### src/rtl/freq_meas_pkg.sv
// freq_meas_pkg: shared types and constants for the frequency-measurement
// sequencer.
//   state_e  : sequencer states (IDLE, ARM, WAIT, EVAL, REPORT)
//   ST_*     : result status codes reported on res_status
//   AVG_N    : samples averaged per result when FREQ_MEAS_CTRL_AVG_EN is defined
package freq_meas_pkg;

   typedef enum logic [2:0] {
      IDLE   = 3'd0,
      ARM    = 3'd1,
      WAIT   = 3'd2,
      EVAL   = 3'd3,
      REPORT = 3'd4
   } state_e;

   localparam logic [1:0] ST_OK      = 2'b00;
   localparam logic [1:0] ST_TIMEOUT = 2'b01;
   localparam logic [1:0] ST_RANGE   = 2'b10;

   localparam int AVG_N = 4;

endpackage

### src/rtl/freq_meas_watchdog.sv
// freq_meas_watchdog: loadable saturating cycle counter.
//   clk, rst  : clock, asynchronous active-high reset
//   clr       : force count to zero (highest priority)
//   load      : load load_val
//   load_val  : value loaded when load=1
//   inc       : count up by one; holds once TIMEOUT-1 is reached
//   expire    : count has reached TIMEOUT-1
module freq_meas_watchdog #(
   parameter int TIMEOUT = 50000000,
   parameter int W       = (TIMEOUT > 1) ? $clog2(TIMEOUT) : 1
) (
   input  logic         clk,
   input  logic         rst,
   input  logic         clr,
   input  logic         load,
   input  logic [W-1:0] load_val,
   input  logic         inc,
   output logic         expire
);

   localparam logic [W-1:0] LAST = W'(TIMEOUT - 1);

   logic [W-1:0] cnt_q, cnt_d;

   always_comb begin
      cnt_d = cnt_q;
      if (clr) begin
         cnt_d = '0;
      end else if (load) begin
         cnt_d = load_val;
      end else if (inc && (cnt_q < LAST)) begin
         cnt_d = cnt_q + W'(1);
      end
   end

   always_ff @(posedge clk or posedge rst) begin
      if (rst) begin
         cnt_q <= '0;
      end else begin
         cnt_q <= cnt_d;
      end
   end

   // >= so that a loaded value beyond the limit still reports expiry.
   assign expire = (cnt_q >= LAST);

endmodule

### src/rtl/freq_meas_ctrl.sv
// freq_meas_ctrl: auto-ranging sequencer for the period-averaging frequency
// counter datapath. Sets the averaging length (times_out = 2^k), clears the
// datapath between windows, steps k until the window count lands inside
// [CNT_LO, CNT_HI], and reports results over a valid/ready handshake.
//
// Ports:
//   clk, rst              : clock, asynchronous active-high reset
//   start                 : single-shot request pulse (ignored while busy)
//   continuous            : level, re-arm automatically after each report
//   meas_valid, meas_cnt  : completed window from the datapath
//   times_out             : averaging length to the datapath (2^k)
//   dp_clr                : one-cycle datapath clear pulse
//   res_valid, res_ready  : result handshake
//   res_cnt, res_shift    : result count and the k it was taken at
//   res_status            : ST_OK / ST_TIMEOUT / ST_RANGE
//   busy                  : sequencer not idle
//   dbg_state             : current sequencer state (freq_meas_pkg::state_e)
//
// Result handshake: res_valid rises with the result and stays high with
// res_cnt/res_shift/res_status frozen until a cycle where res_ready=1; that
// cycle is the transfer, and res_valid drops on the following edge.
//
// Optional build macro FREQ_MEAS_CTRL_AVG_EN: in-window counts at a fixed k are
// averaged over AVG_N windows before a single result is reported.
module freq_meas_ctrl #(
   parameter int CW      = 32,
   parameter int KMAX    = 10,
   parameter int CNT_LO  = 65536,
   parameter int CNT_HI  = 16777216,
   parameter int TIMEOUT = 50000000
) (
   input  logic          clk,
   input  logic          rst,
   input  logic          start,
   input  logic          continuous,
   input  logic          meas_valid,
   input  logic [CW-1:0] meas_cnt,
   output logic [31:0]   times_out,
   output logic          dp_clr,
   output logic          res_valid,
   input  logic          res_ready,
   output logic [CW-1:0] res_cnt,
   output logic [3:0]    res_shift,
   output logic [1:0]    res_status,
   output logic          busy,
   output logic [2:0]    dbg_state
);

   import freq_meas_pkg::*;

   localparam logic [CW-1:0] LO    = CW'(CNT_LO);
   localparam logic [CW-1:0] HI    = CW'(CNT_HI);
   localparam logic [3:0]    K_TOP = 4'(KMAX);

   state_e        state_q, state_d;
   logic [3:0]    k_q, k_d;
   logic [CW-1:0] cnt_q, cnt_d;
   logic          discard_q, discard_d;
   logic          dp_clr_q, dp_clr_d;
   logic          res_valid_q, res_valid_d;
   logic [CW-1:0] res_cnt_q, res_cnt_d;
   logic [3:0]    res_shift_q, res_shift_d;
   logic [1:0]    res_status_q, res_status_d;
   logic          busy_q, busy_d;
   logic          wd_clr, wd_inc, wd_expire;
   logic          cnt_low, cnt_high;

`ifdef FREQ_MEAS_CTRL_AVG_EN
   localparam int NW = $clog2(AVG_N);
   logic [CW+1:0] acc_q, acc_d, acc_sum;
   logic [NW-1:0] n_q, n_d;
`endif

   freq_meas_watchdog #(.TIMEOUT(TIMEOUT)) u_watchdog (
      .clk      (clk),
      .rst      (rst),
      .clr      (wd_clr),
      .load     (1'b0),
      .load_val ('0),
      .inc      (wd_inc),
      .expire   (wd_expire)
   );

   // An all-ones count means the datapath counter saturated: always too high.
   assign cnt_low  = (cnt_q < LO);
   assign cnt_high = (cnt_q > HI) || (&cnt_q);

   always_comb begin
      state_d      = state_q;
      k_d          = k_q;
      cnt_d        = cnt_q;
      discard_d    = discard_q;
      res_cnt_d    = res_cnt_q;
      res_shift_d  = res_shift_q;
      res_status_d = res_status_q;
      wd_clr       = 1'b0;
      wd_inc       = 1'b0;
`ifdef FREQ_MEAS_CTRL_AVG_EN
      acc_d        = acc_q;
      n_d          = n_q;
      acc_sum      = acc_q + {2'b00, cnt_q};
`endif
      case (state_q)
         IDLE: begin
            if (start || continuous) begin
               state_d = ARM;
`ifdef FREQ_MEAS_CTRL_AVG_EN
               acc_d = '0;
               n_d   = '0;
`endif
            end
         end
         ARM: begin
            wd_clr    = 1'b1;
            discard_d = 1'b1;
            state_d   = WAIT;
         end
         WAIT: begin
            wd_inc = 1'b1;
            // A valid pulse beats a simultaneous watchdog expiry.
            if (meas_valid) begin
               if (discard_q) begin
                  // First window after a clear straddles it: drop and rewait.
                  discard_d = 1'b0;
                  wd_clr    = 1'b1;
               end else begin
                  cnt_d   = meas_cnt;
                  state_d = EVAL;
               end
            end else if (wd_expire) begin
               res_cnt_d    = '0;
               res_shift_d  = '0;
               res_status_d = ST_TIMEOUT;
               k_d          = '0;
               state_d      = REPORT;
`ifdef FREQ_MEAS_CTRL_AVG_EN
               acc_d = '0;
               n_d   = '0;
`endif
            end
         end
         EVAL: begin
            if (cnt_low && (k_q < K_TOP)) begin
               k_d     = k_q + 4'd1;
               state_d = ARM;
`ifdef FREQ_MEAS_CTRL_AVG_EN
               acc_d = '0;
               n_d   = '0;
`endif
            end else if (cnt_high && (k_q != 4'd0)) begin
               k_d     = k_q - 4'd1;
               state_d = ARM;
`ifdef FREQ_MEAS_CTRL_AVG_EN
               acc_d = '0;
               n_d   = '0;
`endif
            end else if (cnt_low || cnt_high) begin
               // Out of window at a range limit: report as-is.
               res_cnt_d    = cnt_q;
               res_shift_d  = k_q;
               res_status_d = ST_RANGE;
               state_d      = REPORT;
            end else begin
`ifdef FREQ_MEAS_CTRL_AVG_EN
               if (n_q == NW'(AVG_N - 1)) begin
                  res_cnt_d    = acc_sum[CW+1:2];
                  res_shift_d  = k_q;
                  res_status_d = ST_OK;
                  state_d      = REPORT;
                  acc_d        = '0;
                  n_d          = '0;
               end else begin
                  acc_d   = acc_sum;
                  n_d     = n_q + NW'(1);
                  state_d = ARM;
               end
`else
               res_cnt_d    = cnt_q;
               res_shift_d  = k_q;
               res_status_d = ST_OK;
               state_d      = REPORT;
`endif
            end
         end
         REPORT: begin
            if (res_ready) begin
               state_d = continuous ? ARM : IDLE;
            end
         end
         default: state_d = IDLE;
      endcase

      // Outputs registered from the next state so they line up with it.
      dp_clr_d    = (state_d == ARM);
      res_valid_d = (state_d == REPORT);
      busy_d      = (state_d != IDLE);
   end

   always_ff @(posedge clk or posedge rst) begin
      if (rst) begin
         state_q      <= IDLE;
         k_q          <= '0;
         cnt_q        <= '0;
         discard_q    <= 1'b0;
         dp_clr_q     <= 1'b0;
         res_valid_q  <= 1'b0;
         res_cnt_q    <= '0;
         res_shift_q  <= '0;
         res_status_q <= ST_OK;
         busy_q       <= 1'b0;
`ifdef FREQ_MEAS_CTRL_AVG_EN
         acc_q        <= '0;
         n_q          <= '0;
`endif
      end else begin
         state_q      <= state_d;
         k_q          <= k_d;
         cnt_q        <= cnt_d;
         discard_q    <= discard_d;
         dp_clr_q     <= dp_clr_d;
         res_valid_q  <= res_valid_d;
         res_cnt_q    <= res_cnt_d;
         res_shift_q  <= res_shift_d;
         res_status_q <= res_status_d;
         busy_q       <= busy_d;
`ifdef FREQ_MEAS_CTRL_AVG_EN
         acc_q        <= acc_d;
         n_q          <= n_d;
`endif
      end
   end

   assign times_out  = 32'd1 << k_q;
   assign dp_clr     = dp_clr_q;
   assign res_valid  = res_valid_q;
   assign res_cnt    = res_cnt_q;
   assign res_shift  = res_shift_q;
   assign res_status = res_status_q;
   assign busy       = busy_q;
   assign dbg_state  = state_q;

endmodule

### config.mk
export PLATFORM = sky130hd
export DESIGN_NAME = freq_meas_ctrl
export DESIGN_NICKNAME = d
export VERILOG_FILES = /design/src/rtl/freq_meas_pkg.sv /design/src/rtl/freq_meas_watchdog.sv /design/src/rtl/freq_meas_ctrl.sv
export SDC_FILE = /design/constraint.sdc
export NUM_CORES = 1
export LEC_CHECK = 0
export ABC_AREA = 1
export CAP_MARGIN = 10
export CORE_MARGIN = 2
export CORE_UTILIZATION = 45
export CTS_CLUSTER_DIAMETER = 40
export DETAILED_ROUTE_END_ITERATION = 7
export PLACE_DENSITY = 0.71
export SKIP_LAST_GASP = 1
export SLEW_MARGIN = 25
export SYNTH_ARGS = -nofsm -noshare
export SYNTH_HDL_FRONTEND = slang
export SYNTH_SLANG_ARGS = --single-unit
### constraint.sdc
create_clock -name clk -period 4.76 [get_ports clk]
set_input_delay 1.428 -clock clk [delete_from_list [all_inputs] [get_ports clk]]
set_output_delay 1.428 -clock clk [all_outputs]
set_load 0.02 [all_outputs]
# Word-level counts from Yosys, hierarchy flattened
# Index checks and enable logic that the tools add are counted.
dict set report word_totals {
  register_bits 107
  input_bits 38
  out_inout_bits 76
  wordCells 86
}
dict set report classes {
  add_sub_neg 3
  order_cmp 5
  n_eq_ne 12
  shifts 1
  mux 36
  bitwise_logic 1
  reduce_logical 17
}
# cell count
set ops {}
lappend ops {{32-bit two-way mux} 4}
lappend ops {{32-bit one-hot mux with 2 select lines} 1}
lappend ops {{26-bit two-way mux} 2}
lappend ops {{32-bit by 25-bit greater-than comparator with 1-bit output (second input constant)} 1}
lappend ops {{32-bit by 17-bit < comparator with 1-bit output (second input constant)} 1}
lappend ops {{32-bit AND reduction} 1}
lappend ops {{1-bit by 4-bit << shifter with 32-bit output (first input constant)} 1}
lappend ops {{26-bit by 1-bit adder with 26-bit output (second input constant)} 1}
lappend ops {{26-bit >= comparator (second input constant)} 1}
lappend ops {{26-bit < comparator (second input constant)} 1}
lappend ops {{4-bit two-way mux} 6}
lappend ops {{3-bit two-way mux} 7}
lappend ops {{4-bit one-hot mux with 2 select lines} 2}
lappend ops {{3-bit one-hot mux with 5 select lines} 1}
lappend ops {{2-bit two-way mux} 5}
lappend ops {{2-bit != test (second input constant)} 4}
lappend ops {{3-bit by 1-bit == test with 1-bit output (second input constant)} 2}
lappend ops {{3-bit by 2-bit == test with 1-bit output (second input constant)} 2}
lappend ops {{3-bit == test (second input constant)} 2}
lappend ops {{2-bit nonzero test} 3}
lappend ops {{1-bit two-way mux} 5}
lappend ops {{5-bit AND reduction} 1}
lappend ops {{4-bit by 1-bit adder with 4-bit output (second input constant)} 1}
lappend ops {{4-bit < comparator (second input constant)} 1}
lappend ops {{14 further kinds} 19}

# Logic depth before layout (Yosys ltp)
# Gate-level depths: netlist (run 1).
dict set report depth {
  ltp_word 7
  depth_mapped 13
  mapped_depth_nobuf 13
}

# Hierarchy
# Synthesis (run 1) repeated with hierarchy kept, for this count alone.
dict set report hier_totals {
  hier_cells 804
  hier_area_um2 6326.1
}
# module instances cells_per_inst area_each_um2 seq_area_each_um2
set modules_own_cells {}
lappend modules_own_cells {freq_meas_ctrl 1 432 4077.7 2026.9}
lappend modules_own_cells {freq_meas_watchdog 1 372 2248.4 650.6}

# Worst setup path after synthesis (run 1)
# No wires, ideal clock.
dict set report synth_path {
  path_type {reg2out}
  startpoint {register k_q[1]}
  endpoint {output port times_out[8]}
  t_arrival_ns 1.158
  path_slack_ns 2.174
  stages_incl_launch_ff 4
  path_buffers 0
  path_cell_list {dfrtp_1 > nor2_1 > inv_1 > nor3_1}
}
dict set report synth_via {
  elab_chain_len 1
}
# element line
set synth_lines {}
lappend synth_lines {{from (decl)} freq_meas_ctrl.sv:56} ;# logic [3:0] k_q, k_d;
lappend synth_lines {{from (signal assigned)} freq_meas_ctrl.sv:217} ;# k_q <= k_d;
lappend synth_lines {{1-bit by 4-bit << shifter with 32-bit output} freq_meas_ctrl.sv:233} ;# assign times_out = 32'd1 << k_q;
lappend synth_lines {{to (decl)} freq_meas_ctrl.sv:38} ;# output logic [31:0] times_out,
# No other way between the ends.

# Worst setup path after layout (run 1)
dict set report layout_path {
  startpoint {register k_q[3]}
  endpoint {output port times_out[0]}
}
# Same word-level chain as after synthesis.

==> results of run 1 <==
==> synthesized netlist by cell type <==
master	n	share of area (%)
inv_1	71	4.7
dfrtp_1	107	47
buf_2	8	0.71
nor2_8	1	0.35
nand4_1	20	2.2
o21ai_2	8	1.2
nand2_1	123	8.2
a21oi_1	33	2.9
nor2_4	3	0.60
nand3_4	2	0.62
o211ai_1	1	0.13
fa_1	1	0.35
xor2_1	8	1.2
nand3_2	11	2.0
buf_4	21	2.8
clkbuf_1	9	0.60
a211oi_1	1	0.13
nand3_1	65	5.8
a21oi_4	2	0.58
o311ai_0	1	0.16
ha_1	3	0.67
o21ai_1	30	2.7
mux2_2	4	0.80
nand3b_1	4	0.53
o21ai_0	19	1.7
nor2_2	2	0.22
nand2_4	1	0.20
nand2_2	3	0.33
inv_2	8	0.53
buf_6	5	1.0
a21oi_2	1	0.16
xnor2_1	1	0.16
or2_2	2	0.22
nor3_1	14	1.2
conb_1	1	0.066
and2_0	1	0.11
nor2_1	100	6.7
==> flip-flops by register name, summed over array words and instances (netlist names) <==
name and flops:
cnt_q 32, res_cnt 32, u_watchdog.cnt_q 26, k_q 4, res_shift 4, dbg_state 3
res_status 2, busy 1, discard_q 1, dp_clr 1, res_valid 1
==> routing by layer <==
layer | track usage (%) | part of all wire (%) | vias to the layer above
met5 | 0 | 0 | -
met4 | 5.71 | 1.5 | 0
met3 | 6.17 | 6.9 | 15
met2 | 33.5 | 47 | 141
met1 | 28.4 | 45 | 2284
li1 | - | - | 2385
==> critical path: cells and delay by family, from the launching register on <==
| family | cells | cell delay (ns) |
|---|---|---|
| flip-flops | 1 | 0.52 |
| AND/OR/NAND/NOR | 1 | 0.18 |
| buffers and inverters | 3 | 1.07 |
==> placed cells by master, fill, tap and decap left out, types with 4 or more instances in the layout <==
master	instances
clkbuf_16	9
o21ai_0	19
nand3_2	12
o21ai_2	8
nor2_1	100
nand4_1	20
nand3b_1	4
conb_1	16
mux2_2	4
xor2_1	8
a21oi_1	33
clkdlybuf4s50_1	97
nand2_1	122
nor3_1	14
nand3_1	64
o21ai_1	30
inv_2	8
dfrtp_1	107
inv_1	70
==> worst max-delay path by stage <==
stage / start / to / slack (ns) / depth (start not counted)
4_1_cts: k_q[3]$_DFFE_PP0P_ / times_out[0] / 1.23 / 4
2_1_floorplan: rst / busy$_DFF_PP0_ / 0.51 / 1
3_5_place_dp: meas_valid / cnt_q[3]$_DFFE_PP0P_ / 1.42 / 5
5_1_grt: k_q[3]$_DFFE_PP0P_ / times_out[0] / 1.15 / 4
3_3_place_gp: meas_valid / cnt_q[5]$_DFFE_PP0P_ / 1.45 / 5
6_report: k_q[3]$_DFFE_PP0P_ / times_out[0] / 1.21 / 4
==> kinds of logic after synthesis <==
kind of cell | share of synthesized area (%)
xor+xnor | 1.40
other cells | 0.0665
flops | 47.5
buf+inv | 10.4
fa+ha+maj | 1.02
mux | 0.799
compound gates | 9.67
simple gates | 29.2
==> power groups by stage <==
stage                     clock, mW  sequential (mW)  combinational (mW)
after CTS                     0.805             1.48                1.89
after floorplan                   0             1.66                1.08
final                         0.788             1.48                1.89
after global routing          0.835             1.52                2.09
after global placement            0             1.49                1.83
after detailed placement          0             1.50                1.88
==> area by class of cell <==
cell class | instances | area, um2
Fill cell | 1133 | 5160
Sequential cell | 107 | 2680
Multi-Input combinational cell | 481 | 2450
Timing Repair Buffer | 100 | 1010
Inverter | 79 | 299
Clock buffer | 10 | 229
Tap cell | 168 | 210
Clock inverter | 6 | 78.8
==> through the flow <==
| step | power [mW] | instances | hold WS (ns) | util (%) |
|---|---|---|---|---|
| after floorplan | 2.74 | 710 | 0.466 | - |
| after global placement | 3.32 | 935 | 0.489 | 54.8 |
| after detailed placement | 3.38 | 935 | 0.497 | 54.8 |
| after CTS | 4.18 | 951 | 0.513 | 57.3 |
| after global routing | 4.45 | 951 | 0.538 | 57.4 |
| final | 4.16 | 951 | 0.508 | 57.4 |
==> results by group, run 1 <==
Power and ir drop
  • Comb pwr share: a little under half
  • Clock network power share: around a fifth
  • Internal: ~2.4 mW
  • Switching Fraction: approximately two fifths
  • Leakage: between 3 and 4 nW
  • Power per cell area: ~600 nW/um2
  • Reg power frac: a little over a third
  • NetSw: between 1.5 and 2 mW
  • Worst vdd ir: between 0.0003 and 0.0004 V

STA
  • Slew headroom: approximately 44%
  • Fin worst setup slack: 1.21 ns
  • Total negative slack: 0 ns
  • Final Hold Fails: 0
  • Setup Skew: roughly 0.0064 ns
  • Fin crit period: roughly 3.5 ns
  • Fin crit share: approximately three quarters
  • Slew @ Worst Pin: 0.844 ns
  • RSZ-0062 raised after global routing: no
  • Max Transition Viols Final: 0
  • Setup-failing EPs final: 0
  • Fmax: ~280 MHz

Clock network
  • Post-CTS Hold Fix Bufs: 0
  • CTS tree: yes
  • Later-pin clock latency in the skew report: 0.36 ns
  • H-tree depth: 3
  • CTS Buf Count: 9
  • Clock Sinks: between 100 and 150
  • Clock root cell: clkbuf_16
  • Post-CTS sizing: 0
  • Longest Clk Path Bufs: 2
  • Clock transition at the registers of the reported paths: around 0.08 ns
  • Setup Fix Bufs, Post-CTS: 0

Setup path
  • Worst R2R Setup Slack: roughly 2 ns
  • Reg2reg end: res_cnt[22]$_DFFE_PP0P_
  • Slowest stage delay, CP: 0.64 ns
  • CP Cell Sequence: inv_1 -> nand3_1 -> inv_1 -> clkdlybuf4s50_1
  • R2R cell count: 7
  • Worst path slowest cell: clkdlybuf4s50_1
  • Critical path endpoint category: output port
  • CP arrival: 2.12 ns
  • CP Class: reg2out
  • Reg2Reg Launch Point: k_q[3]$_DFFE_PP0P_
  • CP Max Fanout: 11
  • Startpoint types: flip-flop
  • Cell mode on critical path: inv_1
  • WP data required: between 3 and 4 ns

Place
  • DP Wirelength: a little under 10000 um
  • GPL Wtd Cong: 0.879
  • Area after DPL: between 6000 and 7000 um2
  • Place WS: 1.42 ns
  • Port Buffers: slightly below 100

Finish
  • Share of layout cells above drive strength 1: under 10%
  • Final Cell Area: 6950 um2
  • Ant. Diodes: 0
  • Area Growth Syn to Fin: 23.2%
  • Final #Nets: 820

GRT
  • GRT Total Usage: around a fifth
  • Initial antenna violation count: 1
  • First-pass GRT wire length: about 23000 um
  • Largest net degree at the start of global routing: 66
  • GRT overflow: 0
  • Vias in the first global route: 4678

Synthesis
  • Synth Warn #: 0
  • Netlist cell types: 37
  • Synthesized area per cell: 8.12 um2
  • Post-synthesis sequential area ratio: between 40% and 50%
  • Yosys reg bits: 107
  • Syn Inst Count: about 700
  • Synth Cell Area: 5640 um2

Floorplan
  • Cell Rows: 40
  • # IOs: between 100 and 150
  • Die outline width: approximately 120 um
  • Die area: 13400 um2
  • Die Ht: about 120 um
  • Core ar.: approximately 12000 um2
  • Initial Utilization: between 40% and 50%

Min path
  • Worst hold stages: 2
  • Hold Path Class: reg2reg
  • Hold Path End: res_cnt[2]$_DFFE_PP0P_
  • Min-delay src: res_cnt[2]$_DFFE_PP0P_

Detailed routing
  • Vias per Instance: approximately 5
  • Drt pass-1 iters: 5
  • Final WL: ~13000 um
  • Starting DRT DRC Count: 317
  • DR WL/cell: ~14 um
  • Number of remaining DRC errors: 0
  • Routed via count: about 4800
  • Post-route ant nets: 0

Job
  • Max cap viols: 0

Status
  • Status: finished clean
No activity file was read; power rests on OpenSTA's default activity.
==> run 2, diff against run 1 <==
==> constraint.sdc (replaced) <==
create_clock -name clk -period 3.6 [get_ports clk]
set_input_delay 1.08 -clock clk [delete_from_list [all_inputs] [get_ports clk]]
set_output_delay 1.08 -clock clk [all_outputs]
set_load 0.02 [all_outputs]
==> run 2 against run 1 <==
Register-to-register slack worse by 0.83 ns. Combinational power up 30%. First-iteration DRC count up 13%. Wire length down 0.21%. Die area unchanged. Clock power up 31%. Cell count up 0.21%. Worst setup slack worse by 0.78 ns. Via count down 0.19%. Largest cell class unchanged.
==> results by group, run 2 (synthesis gave the netlist of run 1 again) <==
Finish
  • Layout Utilization: 57.6% (was 57.4%)
  • Final #Nets: 822 (was 820)
  • Final Cell Area: 6980 um2 (was 6950 um2)
  • Area Growth Syn to Fin: 23.7% (was 23.2%)
  • Area of the multi-input gates: 2440 um2 (was 2450 um2)
  • Reg area: 2680 um2 (unchanged)
  • Share of layout cells above drive strength 1: 9.17% (was 8.81%)
  • Final Non-Filler Cells: 953 (was 951)
  • Commonest non-fill, non-tap cell in the layout: nand2_1 (unchanged)
  • Ant. Diodes: 0 (unchanged)
  • Filler cells: 1104 (was 1133)
  • Most frequent cells in the layout: 122 x nand2_1, 107 x dfrtp_1, 100 x nor2_1, 97 x clkdlybuf4s50_1, 70 x inv_1 (unchanged)

Clock network
  • Clock root cell: clkbuf_16 (unchanged)
  • H-tree depth: 3 (unchanged)
  • Longest Clk Path Bufs: 2 (unchanged)
  • Clock transition at the registers of the reported paths: 0.07 ns (was 0.08 ns)
  • Later-pin clock latency in the skew report: 0.35 ns (was 0.36 ns)
  • Post-CTS Hold Fix Bufs: 0 (unchanged)
  • Post-CTS sizing: 0 (unchanged)
  • Clock Sinks: 107 (unchanged)
  • CTS Buf Count: 9 (unchanged)
  • Setup Fix Bufs, Post-CTS: 0 (unchanged)
  • CTS tree: yes (unchanged)

Min path
  • Min-delay src: cnt_q[3]$_DFFE_PP0P_ (was res_cnt[2]$_DFFE_PP0P_)
  • Hold Path End: res_cnt[3]$_DFFE_PP0P_ (was res_cnt[2]$_DFFE_PP0P_)
  • Worst hold stages: 2 (unchanged)
  • Hold Path Class: reg2reg (unchanged)

Floorplan
  • # IOs: 114 (unchanged)
  • Core ar.: 12100 um2 (unchanged)
  • Cell Rows: 40 (unchanged)
  • Initial Utilization: 46.6% (unchanged)
  • Die Ht: 116 um (unchanged)
  • Die area: 13400 um2 (unchanged)
  • Die outline width: 116 um (unchanged)

Power and ir drop
  • Worst vdd ir: 0.000438 V (was 0.000389 V)
  • Leakage: 3.18 nW (was 3.19 nW)
  • Power per cell area: 784 nW/um2 (was 598 nW/um2)
  • Overall power: 5.47 mW (was 4.16 mW)

Setup path
  • WP data required: 2.52 ns (was 3.33 ns)
  • CP arrival: 2.08 ns (was 2.12 ns)
  • Startpoint types: flip-flop (unchanged)
  • CP Class: reg2out (unchanged)
  • Critical path endpoint category: output port (unchanged)
  • Reg2Reg Launch Point: u_watchdog.cnt_q[0]$_DFFE_PP0P_ (was k_q[3]$_DFFE_PP0P_)
  • R2R cell count: 11 (was 7)
  • Reg2reg end: res_cnt[14]$_DFFE_PP0P_ (was res_cnt[22]$_DFFE_PP0P_)
  • Worst R2R Setup Slack: 1.17 ns (was 2.00 ns)
  • CP Max Fanout: 11 (unchanged)

STA
  • Fmax: 316 MHz
  • Fin worst setup slack: 0.437 ns (was 1.21 ns)
  • Fin crit share: between 80% and 90%
  • Total negative slack: 0 ns (unchanged)
  • Slew headroom: 47.9% (was 43.7%)
  • Max Transition Viols Final: 0 (unchanged)
  • WHS: 0.517 ns (was 0.508 ns)
  • Slew @ Worst Pin: 0.780 ns (was 0.844 ns)
  • RSZ-0062 raised after global routing: no (unchanged)
  • Fin crit period: roughly 3.2 ns
  • Final Hold Fails: 0 (unchanged)
  • Setup Skew: 0.00818 ns (was 0.00643 ns)
  • Setup-failing EPs final: 0 (unchanged)

Detailed routing
  • Drt pass-1 iters: 4 (was 5)
  • Routed via count: 4816 (was 4825)
  • Final WL: 13400 um (about the same)
  • Vias per Instance: 5.05 (was 5.07)
  • DR WL/cell: 14.0 um (was 14.1 um)
  • Post-route ant nets: 0 (unchanged)
  • Starting DRT DRC Count: 358 (was 317)
  • Number of remaining DRC errors: 0 (unchanged)

Job
  • Max cap viols: 0 (unchanged)

Place
  • Place WS: 0.469 ns (was 1.42 ns)
  • Port Buffers: 97 (unchanged)
  • GPL Wtd Cong: 0.903 (was 0.879)
  • Inst Count DP: 937 (was 935)
  • Area after DPL: 6660 um2 (was 6640 um2)
  • DP Wirelength: 9840 um (was 9640 um)

GRT
  • First-pass GRT wire length: 22200 um (was 22500 um)
  • GRT overflow: 0 (unchanged)
  • GRT Total Usage: 21.1% (about the same)
  • Initial antenna violation count: 0 (was 1)
  • Vias in the first global route: 4617 (was 4678)
  • Largest net degree at the start of global routing: 67 (was 66)

Status
  • Status: finished clean (unchanged)
==> run 2: cell count changes in the layout (fill, tap and decap cells not counted), sizes merged <==
cell and change:
clkinvlp +2, clkbuf -1, clkinv +2, buf +2, inv -3
==> run 2: report_power, final <==
| group | total [mW] | switching, mW | internal [mW] | leakage, nW |
|---|---|---|---|---|
| Sequential | 1.99 | 0.328 | 1.66 | 1.30 |
| Clock | 1.03 | 0.473 | 0.553 | 0.151 |
| Combinational | 2.46 | 1.48 | 0.972 | 1.73 |
| Total | 5.47 | 2.28 | 3.19 | 3.18 |
==> run 2: critical path, stage by stage (launching register included) <==
cell and delay, ns:
dfrtp_1 0.57, inv_1 0.26, nor3_1 0.24, clkdlybuf4s50_1 0.65
==> run 2: cell type report <==
cell class	count	share of cell area [%]
Sequential cell	107	38.4
Multi-Input combinational cell	481	35.0
Timing Repair Buffer	102	14.8
Inverter	79	4.30
Clock buffer	9	3.23
Tap cell	168	3.01
Clock inverter	7	1.26
==> run 2: how the worst max path moves through the flow <==
stage | startpoint | end | slack [ns]
final | k_q[3]$_DFFE_PP0P_ | times_out[8] | 0.44
after floorplan | rst | busy$_DFF_PP0_ | 1.23
after global routing | k_q[3]$_DFFE_PP0P_ | times_out[8] | 0.29
after global placement | meas_valid | u_watchdog.cnt_q[18]$_DFFE_PP0P_ | 0.52
after CTS | k_q[3]$_DFFE_PP0P_ | times_out[8] | 0.44
after detailed placement | meas_valid | u_watchdog.cnt_q[5]$_DFFE_PP0P_ | 0.47
==> run 2: per-layer routing <==
metal,global-route usage (%),routed length [um],vias up,share of wire (%)
li1,-,-,2386,-
met1,28.7,6070,2273,45
met2,33.7,6310,141,47
met3,5.65,792,16,5.9
met4,5.32,191,0,1.4
met5,0,0,-,0
